## config.mk

```make
export PLATFORM = sky130hd
export DESIGN_NAME = cursor_overlay_sequencer_flat
export DESIGN_NICKNAME = d
export VERILOG_FILES = /design/src/rtl/cursor_overlay_sequencer_if.sv /design/src/rtl/cursor_overlay_sequencer.sv /design/src/flat_wrapper.sv
export SDC_FILE = /design/constraint.sdc
export NUM_CORES = 1
export LEC_CHECK = 0
export BUFFER_PORTS_ARGS = -buffer_cell sky130_fd_sc_hd__buf_2
export CAP_MARGIN = 20
export CORE_AREA = 2 2 82 84
export DETAILED_ROUTE_END_ITERATION = 12
export DIE_AREA = 0 0 84 86
export MAX_ROUTING_LAYER = met4
export PLACE_DENSITY = 0.76
export REMOVE_ABC_BUFFERS = 1
export SLEW_MARGIN = 20
export SYNTH_ARGS = -nofsm -noshare
export SYNTH_HDL_FRONTEND = slang
export SYNTH_SLANG_ARGS = --single-unit
```

## constraint.sdc

```tcl
create_clock -name clk -period 2.9 [get_ports clk]
set_input_delay 0.58 -clock clk [delete_from_list [all_inputs] [get_ports clk]]
set_output_delay 0.58 -clock clk [all_outputs]
set_load 0.03 [all_outputs]
```

## src/rtl/cursor_overlay_sequencer_if.sv

```systemverilog
// Raster/cursor bus between the VGA timing, mouse position logic, cursor ROM
// and the overlay sequencer.
//   master : raster timing, mouse position and ROM data (drives the sequencer)
//   slave  : the sequencer (drives line_number, cursor_on, busy)
interface cursor_overlay_sequencer_if #(
  parameter int COORD_W = 10,
  parameter int CUR_W   = 8
);
  logic               pix_en;
  logic               frame_start;
  logic               line_start;
  logic               video_on;
  logic [COORD_W-1:0] pixel_x;
  logic [COORD_W-1:0] pixel_y;
  logic [COORD_W-1:0] mouse_x;
  logic [COORD_W-1:0] mouse_y;
  logic               pos_valid;
  logic [4:0]         line_number;
  logic [CUR_W-1:0]   line_code;
  logic               cursor_on;
  logic               busy;

  modport master (
    output pix_en, frame_start, line_start, video_on, pixel_x, pixel_y,
           mouse_x, mouse_y, pos_valid, line_code,
    input  line_number, cursor_on, busy
  );

  modport slave (
    input  pix_en, frame_start, line_start, video_on, pixel_x, pixel_y,
           mouse_x, mouse_y, pos_valid, line_code,
    output line_number, cursor_on, busy
  );
endinterface

```

## src/rtl/cursor_overlay_sequencer.sv

```systemverilog
// Cursor overlay sequencer: shadows the mouse position per frame, fetches the
// cursor ROM row for the current scanline and serialises it into a per-pixel
// cursor_on flag (one pixel late; the pixel mux delays RGB by one pixel).
// Ports:
//   clk, reset : clock, synchronous active-high reset
//   bus        : slave side of cursor_overlay_sequencer_if
//                (raster timing, mouse position, ROM row in; ROM line index,
//                 cursor_on, busy out)
module cursor_overlay_sequencer #(
  parameter int COORD_W = 10,
  parameter int CUR_W   = 8,
  parameter int CUR_H   = 11
) (
  input  logic                       clk,
  input  logic                       reset,
  cursor_overlay_sequencer_if.slave  bus
);
  localparam int CNT_W = $clog2(CUR_W + 1);

  localparam logic [1:0] IDLE   = 2'd0;
  localparam logic [1:0] FETCH  = 2'd1;
  localparam logic [1:0] WAIT_X = 2'd2;
  localparam logic [1:0] DRAW   = 2'd3;

  logic [1:0]         state;
  logic [COORD_W-1:0] pend_x, pend_y;
  logic [COORD_W-1:0] cur_x, cur_y;
  logic [CUR_W-1:0]   shift;
  logic [CNT_W-1:0]   col_cnt;
  logic [4:0]         line_number;
  logic               cursor_on;

  logic [COORD_W-1:0] row;
  logic               row_hit;

  // Cursor row for this scanline; the unsigned subtract wraps when the
  // cursor is below the line, so the explicit >= guard is required.
  always_comb begin
    row     = bus.pixel_y - cur_y;
    row_hit = (bus.pixel_y >= cur_y) && (row < COORD_W'(CUR_H));
  end

  always_ff @(posedge clk) begin
    if (reset) begin
      state       <= IDLE;
      pend_x      <= '0;
      pend_y      <= '0;
      cur_x       <= '0;
      cur_y       <= '0;
      shift       <= '0;
      col_cnt     <= '0;
      line_number <= '0;
      cursor_on   <= 1'b0;
    end else begin
      if (bus.pos_valid) begin
        pend_x <= bus.mouse_x;
        pend_y <= bus.mouse_y;
      end
      // Same-cycle pos_valid: cur picks up the old pend value.
      if (bus.frame_start) begin
        cur_x <= pend_x;
        cur_y <= pend_y;
      end

      if (bus.line_start) begin
        cursor_on <= 1'b0;
        if (row_hit) begin
          line_number <= row[4:0];
          state       <= FETCH;
        end else begin
          state       <= IDLE;
        end
      end else begin
        case (state)
          FETCH: begin
            shift   <= bus.line_code;
            col_cnt <= '0;
            state   <= WAIT_X;
          end
          WAIT_X: begin
            if (bus.pix_en && (bus.pixel_x == cur_x)) begin
              cursor_on <= shift[0] & bus.video_on;
              shift     <= shift >> 1;
              col_cnt   <= CNT_W'(1);
              state     <= DRAW;
            end
          end
          DRAW: begin
            if (bus.pix_en) begin
              if (col_cnt == CNT_W'(CUR_W)) begin
                cursor_on <= 1'b0;
                state     <= IDLE;
              end else begin
                cursor_on <= shift[0] & bus.video_on;
                shift     <= shift >> 1;
                col_cnt   <= col_cnt + CNT_W'(1);
              end
            end
          end
          default: ;
        endcase
      end
    end
  end

  assign bus.line_number = line_number;
  assign bus.cursor_on   = cursor_on;
  assign bus.busy        = (state != IDLE);
endmodule
```

## src/flat_wrapper.sv

```systemverilog
// flat-port wrapper written by rule: the top's interface ports become plain ports
module cursor_overlay_sequencer_flat 
#(
  parameter int COORD_W = 10,
  parameter int CUR_W   = 8,
  parameter int CUR_H   = 11
)
  (clk, reset, bus_pix_en, bus_frame_start, bus_line_start, bus_video_on, bus_pixel_x, bus_pixel_y, bus_mouse_x, bus_mouse_y, bus_pos_valid, bus_line_code, bus_line_number, bus_cursor_on, bus_busy);
  cursor_overlay_sequencer_if #(.COORD_W(COORD_W), .CUR_W(CUR_W)) bus_i ();
  input  logic clk;
  input  logic reset;
  input wire logic [$bits(bus_i.pix_en)-1:0] bus_pix_en;
  input wire logic [$bits(bus_i.frame_start)-1:0] bus_frame_start;
  input wire logic [$bits(bus_i.line_start)-1:0] bus_line_start;
  input wire logic [$bits(bus_i.video_on)-1:0] bus_video_on;
  input wire logic [$bits(bus_i.pixel_x)-1:0] bus_pixel_x;
  input wire logic [$bits(bus_i.pixel_y)-1:0] bus_pixel_y;
  input wire logic [$bits(bus_i.mouse_x)-1:0] bus_mouse_x;
  input wire logic [$bits(bus_i.mouse_y)-1:0] bus_mouse_y;
  input wire logic [$bits(bus_i.pos_valid)-1:0] bus_pos_valid;
  input wire logic [$bits(bus_i.line_code)-1:0] bus_line_code;
  output wire logic [$bits(bus_i.line_number)-1:0] bus_line_number;
  output wire logic [$bits(bus_i.cursor_on)-1:0] bus_cursor_on;
  output wire logic [$bits(bus_i.busy)-1:0] bus_busy;
  assign bus_i.pix_en = bus_pix_en;
  assign bus_i.frame_start = bus_frame_start;
  assign bus_i.line_start = bus_line_start;
  assign bus_i.video_on = bus_video_on;
  assign bus_i.pixel_x = bus_pixel_x;
  assign bus_i.pixel_y = bus_pixel_y;
  assign bus_i.mouse_x = bus_mouse_x;
  assign bus_i.mouse_y = bus_mouse_y;
  assign bus_i.pos_valid = bus_pos_valid;
  assign bus_i.line_code = bus_line_code;
  assign bus_line_number = bus_i.line_number;
  assign bus_cursor_on = bus_i.cursor_on;
  assign bus_busy = bus_i.busy;
  cursor_overlay_sequencer #(.COORD_W(COORD_W), .CUR_W(CUR_W), .CUR_H(CUR_H)) u_core (.clk(clk), .reset(reset), .bus(bus_i));
endmodule
```

# Word level (Yosys, flattened, before mapping)

Index checks and enable logic that the tools add are counted.

Register bits: 60
Input port bits: 55
Output and inout port bits: 7

$add $sub $neg: 2
$lt $le $gt $ge: 2
Equal/unequal tests: 11
Mux-type cells: 18
Bitwise gates (word level): 2
Reductions and logical operators: 11

Operators by type and width:

| kind                                                                           | number |
|---|---|
| 8-bit two-way mux                                                              | 3 |
| 8-bit case mux with 3 select lines                                             | 1 |
| 4-bit two-way mux                                                              | 3 |
| 4-bit case mux with 3 select lines                                             | 1 |
| 10-bit == test                                                                 | 1 |
| 10-bit >= comparator                                                           | 1 |
| 10-bit by 4-bit less-than comparator with 1-bit output (second input constant) | 1 |
| 10-bit subtractor                                                              | 1 |
| 2-bit two-way mux                                                              | 4 |
| 3-bit by 2-bit != test with 1-bit output (second input constant)               | 2 |
| 2-bit case mux with 3 select lines                                             | 1 |
| 5-bit AND reduction                                                            | 1 |
| 4-bit by 1-bit adder with 4-bit output (second input constant)                 | 1 |
| 2-bit == test (second input constant)                                          | 2 |
| 4-bit == test (second input constant)                                          | 1 |
| 1-bit two-way mux                                                              | 4 |
| 2-bit != test (second input constant)                                          | 2 |
| 4-bit AND reduction                                                            | 1 |
| 2-bit nonzero test                                                             | 2 |
| 4-bit nonzero test                                                             | 1 |
| 3-bit != test (second input constant)                                          | 1 |
| 3-bit AND reduction                                                            | 1 |
| 3-bit nonzero test                                                             | 1 |
| 2-bit by 1-bit == test with 1-bit output (second input constant)               | 1 |
| other kinds (7)                                                                | 8 |

# Depth between registers and ports, before layout

Gate-level depths: netlist of the first run.

Depth in word-level cells: 5
Mapped depth: 10
Gate-level depth less buffers: 10

# Worst setup path before layout of the first run

Ideal clock, no wire load.

Path type: input to register
Start: input port bus_pixel_y[0]
End: register u_core.state[0]
Setup time: 0.086 ns
Data arrival time: 2.890 ns
Setup slack: -0.076 ns
Stages on the path: 10
Path through: inv_1 ha_1 fa_1 and2b_4 o2111ai_2 and4b_1 or3_4 nor4_4 nand2_2 a221oi_2

Longest elaborated chain between the ends: 5
Elaborated cells on any way between the ends: 6

RTL lines:

| what                                                   | line                           | source |
|---|---|---|
| start: declaration                                     | flat_wrapper.sv:17             | `input wire logic [$bits(bus_i.pixel_y)-1:0] bus_pixel_y;` |
| 10-bit subtractor                                      | cursor_overlay_sequencer.sv:39 | `row = bus.pixel_y - cur_y;` |
| 10-bit by 4-bit less-than comparator with 1-bit output | cursor_overlay_sequencer.sv:40 | `row_hit = (bus.pixel_y >= cur_y) && (row < COORD_W'(CUR_H));` |
| 1-bit logical AND *                                    | cursor_overlay_sequencer.sv:40 |  |
| 1-bit two-way mux *                                    | cursor_overlay_sequencer.sv:67 | `if (row_hit) begin` |
| 2-bit two-way mux *                                    | cursor_overlay_sequencer.sv:65 | `if (bus.line_start) begin` |
| end signal: assignment                                 | cursor_overlay_sequencer.sv:45 | `state <= IDLE;` |
| end signal: assignment                                 | cursor_overlay_sequencer.sv:69 | `state <= FETCH;` |
| end signal: assignment                                 | cursor_overlay_sequencer.sv:71 | `state <= IDLE;` |
| end: declaration                                       | cursor_overlay_sequencer.sv:25 | `logic [1:0] state;` |

Mark *: on every way between the ends. The rest lies on a longest branch, timed or not.
A chain may end at the register's enable or synchronous reset.

# Worst setup path in the final report of the first run

Ends and elaborated chain as after synthesis.

==> results of run 1 <==
synth_stat cells, types with 4 or more instances:
cell	count
dfxtp_1	60
nor2_1	57
mux2i_1	50
inv_1	18
clkbuf_1	12
ha_1	12
nand2_1	12
xor2_1	12
a21oi_1	11
a211oi_1	9
o211ai_1	6
o21ai_0	6
buf_6	4
nand4_1	4
path summary, 6_finish.rpt:
check | from | endpoint | slack [ns] | cells after the start
min reg2reg | u_core.bus.line_number[3]$_SDFFE_PP0P_ | u_core.bus.line_number[3]$_SDFFE_PP0P_ | 0.49 | 2
max reg2reg | u_core.cur_y[0]$_SDFFE_PP0P_ | u_core.state[0]$_SDFFE_PP0P_ | 0.22 | 10
max | bus_pixel_y[0] | u_core.state[0]$_SDFFE_PP0P_ | 0.19 | 12
min | bus_mouse_y[8] | u_core.pend_y[8]$_SDFFE_PP0P_ | 0.48 | 3
cell usage in the layout (no fill, tap or decap), drive strengths merged, types with 4 or more instances in the layout:
cell    netlist  final
o211ai        7      7
nand2        13     13
a21oi        11     11
mux2i        51     51
xor2         12     12
nand4         4      4
clkbuf       12     12
o21ai         6      6
nor2         57     57
buf           7     74
a211oi        9      9
inv          18     18
dfxtp        60     60
ha           12     12
power groups by stage:
stage / registers [mW] / clock network (mW) / logic (mW)
4_1_cts: 0.875 / 0.764 / 0.299
5_1_grt: 0.878 / 0.811 / 0.331
2_1_floorplan: 0.890 / 0 / 0.179
3_5_place_dp: 0.893 / 0 / 0.298
6_report: 0.875 / 0.747 / 0.299
3_3_place_gp: 0.892 / 0 / 0.291
cell type report:
| class | count | share of cell area |
|---|---|---|
| Inverter | 18 | 0.01827 |
| Sequential cell | 60 | 0.3249 |
| Multi-Input combinational cell | 235 | 0.4670 |
| Clock buffer | 12 | 0.04196 |
| Clock inverter | 2 | 0.009475 |
| Tap cell | 77 | 0.02606 |
| Timing Repair Buffer | 74 | 0.1124 |
per-layer routing:
metal  wire [microns]  track usage
met4              129      0.08944
met1             3066       0.2408
met5                0            -
met3              307      0.05197
met2             3044       0.2982
flip-flops by register name, indices dropped and copies added, names as in the netlist:
register	count
u_core.col_cnt	4
u_core.pend_y	10
u_core.bus.cursor_on	1
u_core.pend_x	10
u_core.cur_y	10
u_core.shift	8
u_core.bus.line_number	5
u_core.state	2
u_core.cur_x	10
worst register-to-register path: stages, from the launching register on:
cell	delay, ns
dfxtp_1	0.33
ha_1	0.22
fa_1	0.39
and2b_4	0.27
buf_4	0.12
o221ai_1	0.14
a21oi_1	0.16
o22ai_1	0.12
nor4_4	0.43
nand2_2	0.14
a221oi_2	0.28
through the flow:
stage,power [mW],hold slack [ns]
after floorplan,1.069,0.4397
after global placement,1.183,0.4521
after detailed placement,1.191,0.4795
after CTS,1.937,0.4692
after global routing,2.020,0.4799
final,1.921,0.4808
cell families after synthesis:
group,Yosys count,synth area share
muxes,52,0.1695
AOI/OAI and AO/OA,61,0.1473
DFF,60,0.3874
buffers and inverters,37,0.05730
xor gates and xnor gates,13,0.03672
and+or+nand+nor,96,0.1469
adders and majority gates,13,0.05488
==> flow_summary_export.csv, run 1 <==
group,metric,value,unit
power_and_ir_drop,ir_drop,0.3270,mV
critical_path,crit_path_start_kind,"input pin",
synth,yosysTopAreaCellShare,0.3874,
placement,placed_cell_area,0.003507,sq mm
sta,final_max_slew_viol_count,0,
sta,period_share,0.9345,
route,num_vias,2564,
clocking,postCtsHoldBufs,0,
global_routing,grt_pass1_vias,2420,
clocking,cts_buffer_depth,2,
critical_path,crit_required,3.14,ns
cells_and_area,instances_no_fill,478,
power_and_ir_drop,clock_power_share,0.389,
critical_path,slowest_stage,"nor4_4",
cells_and_area,final_util,0.5890,
sta,setup_ws,0.1901,ns
route,vias_per_cell,5.364,
critical_path,path_buf_inv,3,
global_routing,grt_overflow,0,
clocking,cts_tree,"built",
cells_and_area,seq_area,0.001201,sq mm
placement,dp_hpwl,4845,microns
power_and_ir_drop,p_sw_frac,0.2564,
cells_and_area,antenna-diode-count,0,
power_and_ir_drop,p_comb_frac,0.156,
cells_and_area,n_fill_cell,586,
sta,setup_tns,0,ns
clocking,post_cts_buffers,0,
global_routing,grtUsageTotal,0.1946,
clocking,cts_resized,0,
critical_path,critPathArrivalTime,2.95,ns
synth,synthDistinctLibCells,53,
synth,synth_area,0.003100,sq mm
floorplan,core_area,0.006277,sq mm
run_status,outcome,"complete, no violations",
critical_path,critPathCaptureType,"register",
cells_and_area,drive_gt1_frac,0.2544,
power_and_ir_drop,powerDensity,519.6,mW/mm^2
route,drtIter0Drc,89,
synth,ys_seq_area_frac,0.3874,
sta,rsz0062_at_grt,"false",
placement,port_buffers,61,
global_routing,grt_pass1_wl,10940,microns
cells_and_area,design_area,0.003697,sq mm
synth,syn-instance-count,332,
floorplan,io_pins,62,
synth,synth_warnings,0,
placement,gp_congestion,0.9431,
clocking,h-tree-depth,3,
cells_and_area,multiInputGateArea,0.001727,sq mm
floorplan,die_h,86,microns
floorplan,row_count,29,
sta,tightest_slew,0.6499,ns
power_and_ir_drop,p_leak,1.653,nW
power_and_ir_drop,seqPwrFrac,0.455,
placement,dp.cells,464,
hold_path,hold_class,"in2reg",
sta,setup_viol,0,
sta,slew_headroom,0.5611,
critical_path,crit_family,"simple AND/OR/NAND/NOR gates",
synth,synth_edf_count,0,
floorplan,die_area,0.007224,sq mm
critical_path,crit_chain,"buf_2 -> inv_1 -> ha_1 -> fa_1 -> and2b_4 -> buf_4 -> o221ai_1 -> a21oi_1 -> o22ai_1 -> nor4_4 -> nand2_2 -> a221oi_2",
clocking,clkLatencyLatePin,0.33,ns
synth,synthArstFlopShare,0,
critical_path,slowest_delay,0.43,ns
sta,period_minus_slack,2.710,ns
synth,synth_seq_cells,60,
sta,hold_viol,0,
route,wl,6547,microns
cells_and_area,area_growth,19.25,%
synth,synthFlopType,"dfxtp_1",
synth,syn_area_per_cell,9.339,sq um
route,drc,0,
route,antenna_left,0,
route,wl_per_cell,13.70,microns
critical_path,worstSetupPathType,"in2reg",
placement,dpl_worst_slack,-0.2717,ns
power_and_ir_drop,p_sw,0.4925,mW
job,drv_cap,0,
cells_and_area,nets,466,
critical_path,path_max_fanout,6,
clocking,root_buffer,"clkbuf_8",
synth,yosysTopAreaCell,"dfxtp_1",
clocking,clk_pin_slew,0.07,ns
sta,fmax,369.0,MHz
clocking,cts_buffers,9,
global_routing,antenna_found_initial,0,
global_routing,grt_max_degree,46,
floorplan,start_util,0.4939,
synth,synth_area_leaders,"dfxtp_1, mux2i_1, nor2_1",
clocking,clkSinkCount,60,
sta,skew,0.006949,ns
floorplan,die_w,84,microns
power_and_ir_drop,p_int,1.429,mW
route,dr.pass1.iters,5,
Note: power is estimated with default switching activity, not from simulation.
==> run 2: changes to the inputs <==
--- a/config.mk
+++ b/config.mk
@@ -10,7 +10,6 @@
 export CORE_AREA = 2 2 82 84
 export DETAILED_ROUTE_END_ITERATION = 12
 export DIE_AREA = 0 0 84 86
-export MAX_ROUTING_LAYER = met4
 export PLACE_DENSITY = 0.76
 export REMOVE_ABC_BUFFERS = 1
 export SLEW_MARGIN = 20
==> flow_summary_export.csv, run 2 (synthesized netlist as in run 1, its figures left out) <==
group,metric,value,unit
clocking,postCtsHoldBufs,0,
sta,rsz0062_at_grt,"false",
clocking,cts_buffer_depth,2,
route,dr.pass1.iters,4,
floorplan,die_h,86,microns
route,wl_per_cell,13.22,microns
cells_and_area,design_area,0.003677,sq mm
placement,port_buffers,61,
floorplan,core_area,0.006277,sq mm
sta,tightest_slew,0.6319,ns
floorplan,row_count,29,
critical_path,slowest_stage,"nor4_4",
cells_and_area,final_cell_mix,"buf_2, dfxtp_1, nor2_1",
clocking,clkSinkCount,60,
placement,gp_congestion,0.9277,
sta,period_share,0.9309,
critical_path,slowest_delay,0.42,ns
global_routing,grt_overflow,0,
floorplan,io_pins,62,
route,dr_wl_met2,2947,microns
global_routing,grt_pass1_wl,10410,microns
clocking,cts_buffers,9,
placement,dp.cells,464,
sta,skew,0.007130,ns
critical_path,critPathArrivalTime,2.95,ns
clocking,clkLatencyLatePin,0.33,ns
route,wl,6347,microns
route,top_layer,"met4",
cells_and_area,area_growth,18.60,%
cells_and_area,drive_gt1_frac,0.2556,
cells_and_area,final_util,0.5858,
floorplan,start_util,0.4939,
global_routing,grt_max_degree,46,
sta,final_max_slew_viol_count,0,
clocking,cts_tree,"built",
power_and_ir_drop,power.total,1.817,mW
power_and_ir_drop,powerDensity,494.1,mW/mm^2
placement,placed_cell_area,0.003507,sq mm
route,vias_per_cell,5.240,
cells_and_area,instances_no_fill,480,
route,num_vias,2515,
route,wl_met3,342,microns
hold_path,hold_class,"in2reg",
cells_and_area,nets,466,
cells_and_area,antenna-diode-count,0,
placement,dp_hpwl,4693,microns
power_and_ir_drop,ir_drop,0.3683,mV
cells_and_area,final_common_cell,"buf_2",
global_routing,grtUsageTotal,0.1810,
sta,setup_tns,0,ns
sta,setup_viol,0,
critical_path,crit_required,3.15,ns
sta,period_minus_slack,2.700,ns
clocking,clk_pin_slew,0.07,ns
sta,hold_viol,0,
critical_path,worstSetupPathType,"in2reg",
sta,fmax,370.4,MHz
sta,slew_headroom,0.5732,
job,drv_cap,0,
global_routing,antenna_found_initial,0,
critical_path,crit_chain,"buf_2 -> inv_1 -> ha_1 -> fa_1 -> and2b_4 -> buf_4 -> o221ai_1 -> a21oi_1 -> o22ai_1 -> nor4_4 -> nand2_2 -> a221oi_2",
floorplan,die_w,84,microns
critical_path,critPathCaptureType,"register",
critical_path,path_max_fanout,6,
route,drt-met1-wl,2961,microns
power_and_ir_drop,p_leak,1.637,nW
route,antenna_left,0,
run_status,outcome,"complete, no violations",
route,drtIter0Drc,147,
floorplan,die_area,0.007224,sq mm
route,drc,0,
clocking,root_buffer,"clkbuf_8",
clocking,h-tree-depth,3,
global_routing,grt_pass1_vias,2322,
critical_path,crit_path_start_kind,"input pin",
==> run 2: changes by cell type in the layout (fill, tap and decap cells not counted), sizes merged <==
cell      before  now
clkinvlp       0    2
clkinv         1    2
bufinv         1    0
==> run 2: power by group <==
part | switching [mW] | internal [mW]
clock network | 0.315 | 0.330
registers | 0.0180 | 0.856
logic | 0.158 | 0.139
total | 0.491 | 1.33
==> run 2: critical path, delay by kind of cell <==
| kind | cells | cell delay, ns |
|---|---|---|
| simple gates | 3 | 0.83 |
| fa+ha+maj | 2 | 0.60 |
| compound gates | 4 | 0.73 |
| buf+inv | 3 | 0.21 |
==> run 2: layout make-up <==
cell class	instances	area [sq um]
clock buffer	12	145.1
clock inverter	4	25.02
fill	561	2600
inverter	18	67.56
multi-input combinational	235	1727
sequential	60	1201
tap	77	96.34
timing repair buffer	74	415.4
==> run 2: repair_timing <==
item | CTS | global route
gates resized for setup | 0 | 0
endpoints found under the setup margin | 0 | 2
buffers inserted | 0 | 0
==> run 2: metal layers <==
metal | vias up | track usage
met5 | - | 0
met4 | 0 | 0.06158
met3 | 8 | 0.07411
met2 | 61 | 0.2916
met1 | 1140 | 0.2206
li1 | 1306 | -
==> run 2: worst paths after layout <==
check	startpoint	endpoint	slack [ns]	cells after the start
worst min-delay path	bus_mouse_y[8]	u_core.pend_y[8]$_SDFFE_PP0P_	0.48	3
worst max register to register	u_core.cur_y[0]$_SDFFE_PP0P_	u_core.state[0]$_SDFFE_PP0P_	0.24	10
worst max-delay path	bus_pixel_y[0]	u_core.state[0]$_SDFFE_PP0P_	0.20	12
worst min register to register	u_core.bus.line_number[3]$_SDFFE_PP0P_	u_core.bus.line_number[3]$_SDFFE_PP0P_	0.49	2
==> run 2: metrics by stage <==
| stage | worst slack, ns | hold WS [ns] |
|---|---|---|
| 6_report | 0.2004 | 0.4754 |
| 3_5_place_dp | -0.2367 | 0.4811 |
| 2_1_floorplan | -0.1966 | 0.4397 |
| 5_1_grt | 0.09069 | 0.4735 |
| 4_1_cts | 0.1182 | 0.4609 |
| 3_3_place_gp | -0.1829 | 0.4521 |
